**src/rtl/openmips_pkg.sv**
```systemverilog
// Shared OpenMIPS constants: zero word, null register address and the
// register-file geometry defaults.
package openmips_pkg;

  localparam int RegBus     = 32;
  localparam int RegAddrBus = 5;
  localparam int RegNum     = 32;

  localparam logic [31:0] ZeroWord   = 32'h0;
  localparam logic [4:0]  NopRegAddr = 5'd0;

endpackage

```
**src/rtl/regfile_rport.sv**
```systemverilog
// One read port of the register file: reset/enable/zero-register gating,
// optional write-to-read forwarding (REGFILE_BYPASS_EN), then the array mux.
module regfile_rport #(
  parameter int RegBus     = openmips_pkg::RegBus,
  parameter int RegAddrBus = openmips_pkg::RegAddrBus,
  parameter int RegNum     = openmips_pkg::RegNum
) (
  input  logic                  i_rst_n,
  input  logic                  i_re,
  input  logic [RegAddrBus-1:0] i_raddr,
  input  logic [RegBus-1:0]     i_regs [RegNum],
`ifdef REGFILE_BYPASS_EN
  input  logic                  i_we,
  input  logic [RegAddrBus-1:0] i_waddr,
  input  logic [RegBus-1:0]     i_wdata,
`endif
  output logic [RegBus-1:0]     o_rdata
);
  import openmips_pkg::*;

  always_comb begin
    o_rdata = RegBus'(ZeroWord);
    if (i_rst_n && i_re && (i_raddr != RegAddrBus'(NopRegAddr))) begin
`ifdef REGFILE_BYPASS_EN
      // Forward the value being written this cycle so decode never sees stale data.
      if (i_we && (i_waddr == i_raddr)) begin
        o_rdata = i_wdata;
      end else begin
        o_rdata = i_regs[i_raddr];
      end
`else
      o_rdata = i_regs[i_raddr];
`endif
    end
  end

endmodule

```
**src/rtl/regfile.sv**
```systemverilog
// OpenMIPS general-purpose register file: 32x32, r0 hard-wired to zero,
// two combinational read ports, one clocked write port. Optional
// same-cycle forwarding is enabled by defining REGFILE_BYPASS_EN.
module regfile #(
  parameter int RegBus     = openmips_pkg::RegBus,
  parameter int RegAddrBus = openmips_pkg::RegAddrBus,
  parameter int RegNum     = openmips_pkg::RegNum
) (
  input  logic                  clk,
  input  logic                  rst_n,
  input  logic                  we_i,
  input  logic [RegAddrBus-1:0] waddr_i,
  input  logic [RegBus-1:0]     wdata_i,
  input  logic                  re1_i,
  input  logic [RegAddrBus-1:0] raddr1_i,
  output logic [RegBus-1:0]     rdata1_o,
  input  logic                  re2_i,
  input  logic [RegAddrBus-1:0] raddr2_i,
  output logic [RegBus-1:0]     rdata2_o
);
  import openmips_pkg::*;

  logic [RegBus-1:0] r_regs [RegNum];
  logic              w_wr_en;

  // Writes to r0 are dropped here, so entry 0 stays at its reset value of zero.
  assign w_wr_en = we_i && (waddr_i != RegAddrBus'(NopRegAddr));

  always_ff @(posedge clk or negedge rst_n) begin
    if (!rst_n) begin
      r_regs <= '{default: '0};
    end else if (w_wr_en) begin
      r_regs[waddr_i] <= wdata_i;
    end
  end

  regfile_rport #(
    .RegBus    (RegBus),
    .RegAddrBus(RegAddrBus),
    .RegNum    (RegNum)
  ) u_rport1 (
    .i_rst_n(rst_n),
    .i_re   (re1_i),
    .i_raddr(raddr1_i),
    .i_regs (r_regs),
`ifdef REGFILE_BYPASS_EN
    .i_we   (we_i),
    .i_waddr(waddr_i),
    .i_wdata(wdata_i),
`endif
    .o_rdata(rdata1_o)
  );

  regfile_rport #(
    .RegBus    (RegBus),
    .RegAddrBus(RegAddrBus),
    .RegNum    (RegNum)
  ) u_rport2 (
    .i_rst_n(rst_n),
    .i_re   (re2_i),
    .i_raddr(raddr2_i),
    .i_regs (r_regs),
`ifdef REGFILE_BYPASS_EN
    .i_we   (we_i),
    .i_waddr(waddr_i),
    .i_wdata(wdata_i),
`endif
    .o_rdata(rdata2_o)
  );

endmodule

```
**config.mk**
```make
export PLATFORM = sky130hd
export DESIGN_NAME = regfile
export DESIGN_NICKNAME = d
export VERILOG_FILES = /design/src/rtl/openmips_pkg.sv /design/src/rtl/regfile_rport.sv /design/src/rtl/regfile.sv
export SDC_FILE = /design/constraint.sdc
export NUM_CORES = 2
export LEC_CHECK = 0
export BUFFER_PORTS_ARGS = -buffer_cell sky130_fd_sc_hd__buf_2
export CAP_MARGIN = 20
export CORE_MARGIN = 8
export CORE_UTILIZATION = 45
export CTS_CLUSTER_DIAMETER = 100
export CTS_CLUSTER_SIZE = 24
export DETAILED_ROUTE_END_ITERATION = 10
export PLACE_DENSITY = 0.71
export SETUP_SLACK_MARGIN = 0.15
export SKIP_LAST_GASP = 1
export SLEW_MARGIN = 20
export SYNTH_ARGS = -nofsm -noshare
export SYNTH_HDL_FRONTEND = slang
export SYNTH_HIERARCHICAL = 1
export SYNTH_SLANG_ARGS = --single-unit
```
**constraint.sdc**
```tcl
create_clock -name clk -period 2.8 [get_ports clk]
set_input_delay 0.56 -clock clk [delete_from_list [all_inputs] [get_ports clk]]
set_output_delay 0.56 -clock clk [all_outputs]
set_load 0.02 [all_outputs]
```
* After elaboration in Yosys (flattened, before gate mapping) *
Index checks and enable logic that the tools add are counted.

cells by class
  $lt $le $gt $ge = 4
  multiplexer cells = 11
  bitwise logic cells = 3
  reduce and logical (&&, ||, !) cells = 9

operator list
  kind                                                       count
  bitwise mux 1024 bit                                       1
  binary-select mux 32 bit (select 5 bit)                    2
  two-way mux 32 bit                                         7
  demux 32 bit (select 5 bit)                                1
  greater-or-equal comparator 6 bit (second input constant)  3
  inverter 5 -> 6 bit                                        3
  nonzero test 5 bit                                         3
  logical AND 1 bit                                          6
  < comparator 6 x 1 -> 1 bit (second input constant)        1

storage, ports and cells
  register bits after elaboration = 1024
  output and inout port bits = 64
  logic and storage cells = 59

* Depth between registers and ports, before layout *
  word-level depth = 6
  mapped depth = 9
  mapped depth without buffers = 4

* By module *
The synthesis kept the hierarchy.

modules (own cells, without submodules)
  module         instances  cells each  area each (um^2)  sequential area each (um^2)
  regfile        1          2287        38072.8           25624.6
  regfile_rport  2          895         8936.1            0.0

* Worst setup path after synthesis *
OpenSTA, ideal clock, no wires.

  kind = input -> output
  from = in raddr1_i[1]
  to = out rdata1_o[18]
  arrival = 2.023 ns
  required time = 2.240 ns
  setup slack = 0.217 ns
  cell stages on the path = 7
  cells stage by stage = buf_2 buf_4 clkbuf_1 nor2_1 a22oi_1 o211ai_1 a32oi_1

on the way
  longest elaborated chain between the ends = 5

ends and longest elaborated chain
  item                                                   line                 RTL
  from (decl)                                            regfile.sv:15        input logic [RegAddrBus-1:0] raddr1_i,
  inverter 5 -> 6 bit (not written as such)              regfile_rport.sv:32  o_rdata = i_regs[i_raddr];
  binary-select mux 32 bit (select 5 bit)                regfile_rport.sv:32
  two-way mux 32 bit (not written as such) (2 in a row)  regfile_rport.sv:32
  two-way mux 32 bit *                                   regfile_rport.sv:23  if (i_rst_n && i_re && (i_raddr != RegAddrBus'(NopRegAddr))) begin
  to (decl)                                              regfile.sv:16        output logic [RegBus-1:0] rdata1_o,

Mark *: on every way between the ends. The rest lies on a longest branch, timed or not. The select of a mux whose other input is x is not followed.

* Worst setup path in the final report *
  from = in raddr1_i[0]
  to = out rdata1_o[6]

The elaborated chain is that of the path after synthesis.

==> impl_results.md <==
* Status: complete, but fails checks
* Violated checks: negative setup slack
* Area added between synthesis and finish at 16.4%
* Critical path start-end classification: in -> out
* Layout cells sized above 1 at 0.519
* Post-detailed-route wirelength per cell at 30.9 um
* Setup TNS after final layout at -5.56 ns
* Final wirelength at 183000 um
* TritonCTS clock tree: built
* Design area at 65100 sq um
* Shortest clock period the worst path allows after layout at 3.03 ns
* Most common cell after layout, fill and taps aside: sky130_fd_sc_hd__mux2_2
* Sequential Area at 25600 sq um
* Setup clock skew after layout at 0 ns
* Site Rows at 129
* Number of maximum-capacitance violations at 0
* Vertical die dimension at 369 um
* Post-layout power at 0.0378 W
* Final Max Tran Viols at 0
* Antenna violations before repair at 15
* Largest registers in the final layout: r_regs (1024)
* Die outline area at 136000 sq um
* Post-synthesis instance total at 4077
* Detailed-route via count at 38800
* Worst R2R Setup Slack at 1.76 ns
* 1st-iter DRT viols at 4360
* Share of the yosys chip area belonging to registers at 0.458
* Leading cell types in the layout, fill and taps excluded: sky130_fd_sc_hd__mux2_2 (1043), sky130_fd_sc_hd__dfrtp_1 (1024), sky130_fd_sc_hd__mux2i_1 (508), sky130_fd_sc_hd__buf_4 (310), sky130_fd_sc_hd__mux4_2 (242)
* Number of sinks driven by the clock tree at 1024
* Critical path peak fanout at 8
* Average vias per placed instance at 6.57
* Power density relative to cell area at 580 nW/um^2
* Nets at 4313
* EDFF count, synth at 0
* Routability congestion estimate at 0.908
* Relative max-transition margin at 0.368
* Post-synthesis compound-gate area fraction at 0.0480
* Count of endpoints failing hold in the final timing report at 0
* Flip-flop count of the largest register after layout at 1024
* Maximum clock rate at 0.330 GHz
* Antenna Nets Post-Route at 0
* Simple-Gate Fraction of Synth Area at 0.0270
* Via count of the first global-routing pass at 39300
* GRT Util Overall at 0.257
* Type of the tightest min-delay check: in -> async
* DRC viols at 0
* GRT overflow at 0
* Share of the clock period used by the worst path after layout at 1.08
* I/O pin cnt at 116
* Dominant combinational cell family by area after synthesis: multiplexers
* Lkg Pwr at 29.1 nW
* Number of nets produced by synthesis at 4129
* Die width at 369 um
* Worst VDD drop at 0.742 mV
* Standard cell area after detailed placement at 60900 sq um
* Total of fill cells in the finished design at 10100
* Depth of the most critical reg-to-reg path at 3
* Post-Synth Adder-Cell Area at 0
* Worst path required time at 2.24 ns
* Number of detailed-route iterations in the first pass at 6
* RSZ-0062 raised after global routing: yes
* Maximum buffer depth of the clock tree at 3
* Worst path setup slack after routing at -0.231 ns
* Count of buffers inserted at the top-level ports at 115
* Number of different library cells in the post-synthesis netlist at 39
* Startpoint type of the worst setup path: primary input
* Kind of end point of the critical path: primary output
* H-tree lvl count at 2
* Data arrival at the endpoint of the critical path at 2.47 ns
* Least-Margin Pin Slew at 0.948 ns
* End-of-flow core utilization at 0.527
* Floorplan Core Area at 123000 sq um
* Clock-pin slew of the registers on the worst-case setup and hold paths at 0.10 ns
* Synthesized-area fraction occupied by xor and xnor cells at 0
* Clock Latency Late Sink at 0.66 ns
* Fraction of synthesis flops using an asynchronous set or reset pin at 1.00
* First-pass GRT wire length at 266000 um
* Portion of netlist area occupied by mux cells at 0.425
* Netlist area before placement at 55900 sq um
* Multi-input gate area at 29500 sq um
* Buffer type at the clock tree root: sky130_fd_sc_hd__clkbuf_16
* Starting utilization of the core area at 0.453
* Total number of yosys warnings at 6
* Total half-perimeter wirelength after legalization and detailed placement at 116000 um
* TritonCTS Buffers at 48
* Maximum number of pins on one net before global-route repair at 132
* Most common flop cell mapped by yosys: sky130_fd_sc_hd__dfrtp_1
* Avg Synthesized Cell Area at 13.7 sq um
* Number of register bits inferred by synthesis at 1024
* Final number of setup-violating endpoints at 51
* Most flops, register: r_regs
[path summary, 6_finish.rpt]
path,start,end
setup reg to reg,r_regs[530]$_DFFE_PN0P_,r_regs[530]$_DFFE_PN0P_
hold / removal,rst_n,r_regs[975]$_DFFE_PN0P_
setup / recovery,raddr1_i[0],rdata1_o[6]
min in group clk,r_regs[996]$_DFFE_PN0P_,r_regs[996]$_DFFE_PN0P_
hold reg to reg,r_regs[996]$_DFFE_PN0P_,r_regs[996]$_DFFE_PN0P_
max in group asynchronous,rst_n,r_regs[281]$_DFFE_PN0P_
[cells by family (layout without fill, tap and decap cells)]
logic type             count (synthesis)  count (layout)
AOI/OAI and AO/OA                    378             378
buffers and inverters                456             640
DFF                                 1024            1024
muxes                               1882            1882
other                                  0               3
and+or+nand+nor                      337             338
[Yosys cell counts (4+ instances only)]
cell type / number / share of area
sky130_fd_sc_hd__a31oi_1: 62 / 0.0069
sky130_fd_sc_hd__mux2_1: 15 / 0.0030
sky130_fd_sc_hd__buf_6: 19 / 0.0038
sky130_fd_sc_hd__and3_1: 4 / 0.00045
sky130_fd_sc_hd__mux2i_1: 508 / 0.091
sky130_fd_sc_hd__mux4_2: 180 / 0.072
sky130_fd_sc_hd__nand4_1: 7 / 0.00078
sky130_fd_sc_hd__buf_8: 4 / 0.0011
sky130_fd_sc_hd__o211ai_1: 4 / 0.00054
sky130_fd_sc_hd__a21oi_1: 62 / 0.0055
sky130_fd_sc_hd__nor2b_1: 8 / 0.00089
sky130_fd_sc_hd__buf_4: 12 / 0.0016
sky130_fd_sc_hd__nand2_1: 204 / 0.014
sky130_fd_sc_hd__clkbuf_1: 220 / 0.015
sky130_fd_sc_hd__nor2_1: 17 / 0.0011
sky130_fd_sc_hd__buf_12: 10 / 0.0036
sky130_fd_sc_hd__nand2b_1: 4 / 0.00045
sky130_fd_sc_hd__mux2_2: 1099 / 0.22
sky130_fd_sc_hd__buf_1: 4 / 0.00027
sky130_fd_sc_hd__nand3_1: 70 / 0.0063
sky130_fd_sc_hd__dfrtp_1: 1024 / 0.46
sky130_fd_sc_hd__a32oi_1: 62 / 0.0097
sky130_fd_sc_hd__buf_2: 185 / 0.017
sky130_fd_sc_hd__mux4_1: 80 / 0.038
sky130_fd_sc_hd__a22oi_1: 184 / 0.025
[routing by layer]
metal / wire [um] / vias up / global-route usage
met3: 17600 / 476 / 0.0542
li1: - / 15700 / -
met2: 81400 / 2013 / 0.394
met4: 8300 / 6 / 0.0980
met1: 75200 / 20500 / 0.360
met5: 42 / - / 0
[critical path: stages]
cell and delay, ns:
sky130_fd_sc_hd__buf_16 0.13, sky130_fd_sc_hd__buf_16 0.16, sky130_fd_sc_hd__clkbuf_16 0.15, sky130_fd_sc_hd__and2_4 0.37
sky130_fd_sc_hd__clkbuf_16 0.25, sky130_fd_sc_hd__a22oi_1 0.09, sky130_fd_sc_hd__a31oi_1 0.41, sky130_fd_sc_hd__a32oi_4 0.13
sky130_fd_sc_hd__buf_6 0.18
[metrics by stage]
step                cells  hold slack (ns)  worst slack (ns)
floorplan            4077            0.264             0.217
global placement     5751            0.378            -0.485
detailed placement   5751            0.388            -0.490
CTS                  5865           0.0277            -0.196
global route         5900           0.0648            -0.240
finish               5902           0.0575            -0.231
[layout make-up]
cell class	instances	area share
Clock buffer	49	0.0188
Timing Repair Buffer	587	0.102
Clock inverter	2	0.000192
Inverter	2	0.000192
Sequential cell	1024	0.394
Antenna cell	3	0.000115
Tap cell	1637	0.0315
Multi-Input combinational cell	2598	0.453
[power by group]
part	leakage (nW)	switching [W]	internal (W)
Sequential	13.1	0.00212	0.0176
Clock	0.608	0.00482	0.00314
Combinational	15.4	0.00426	0.00585
[what timing repair did]
item	in CTS	in global routing
buffers inserted	56	26
pin swaps	48	75
hold buffers	2	0
hold endpoints to repair	9	0
resized for setup	360	178
endpoints found under the setup margin	64	64
gates cloned	5	8
Power figures use the tool's default switching activity.
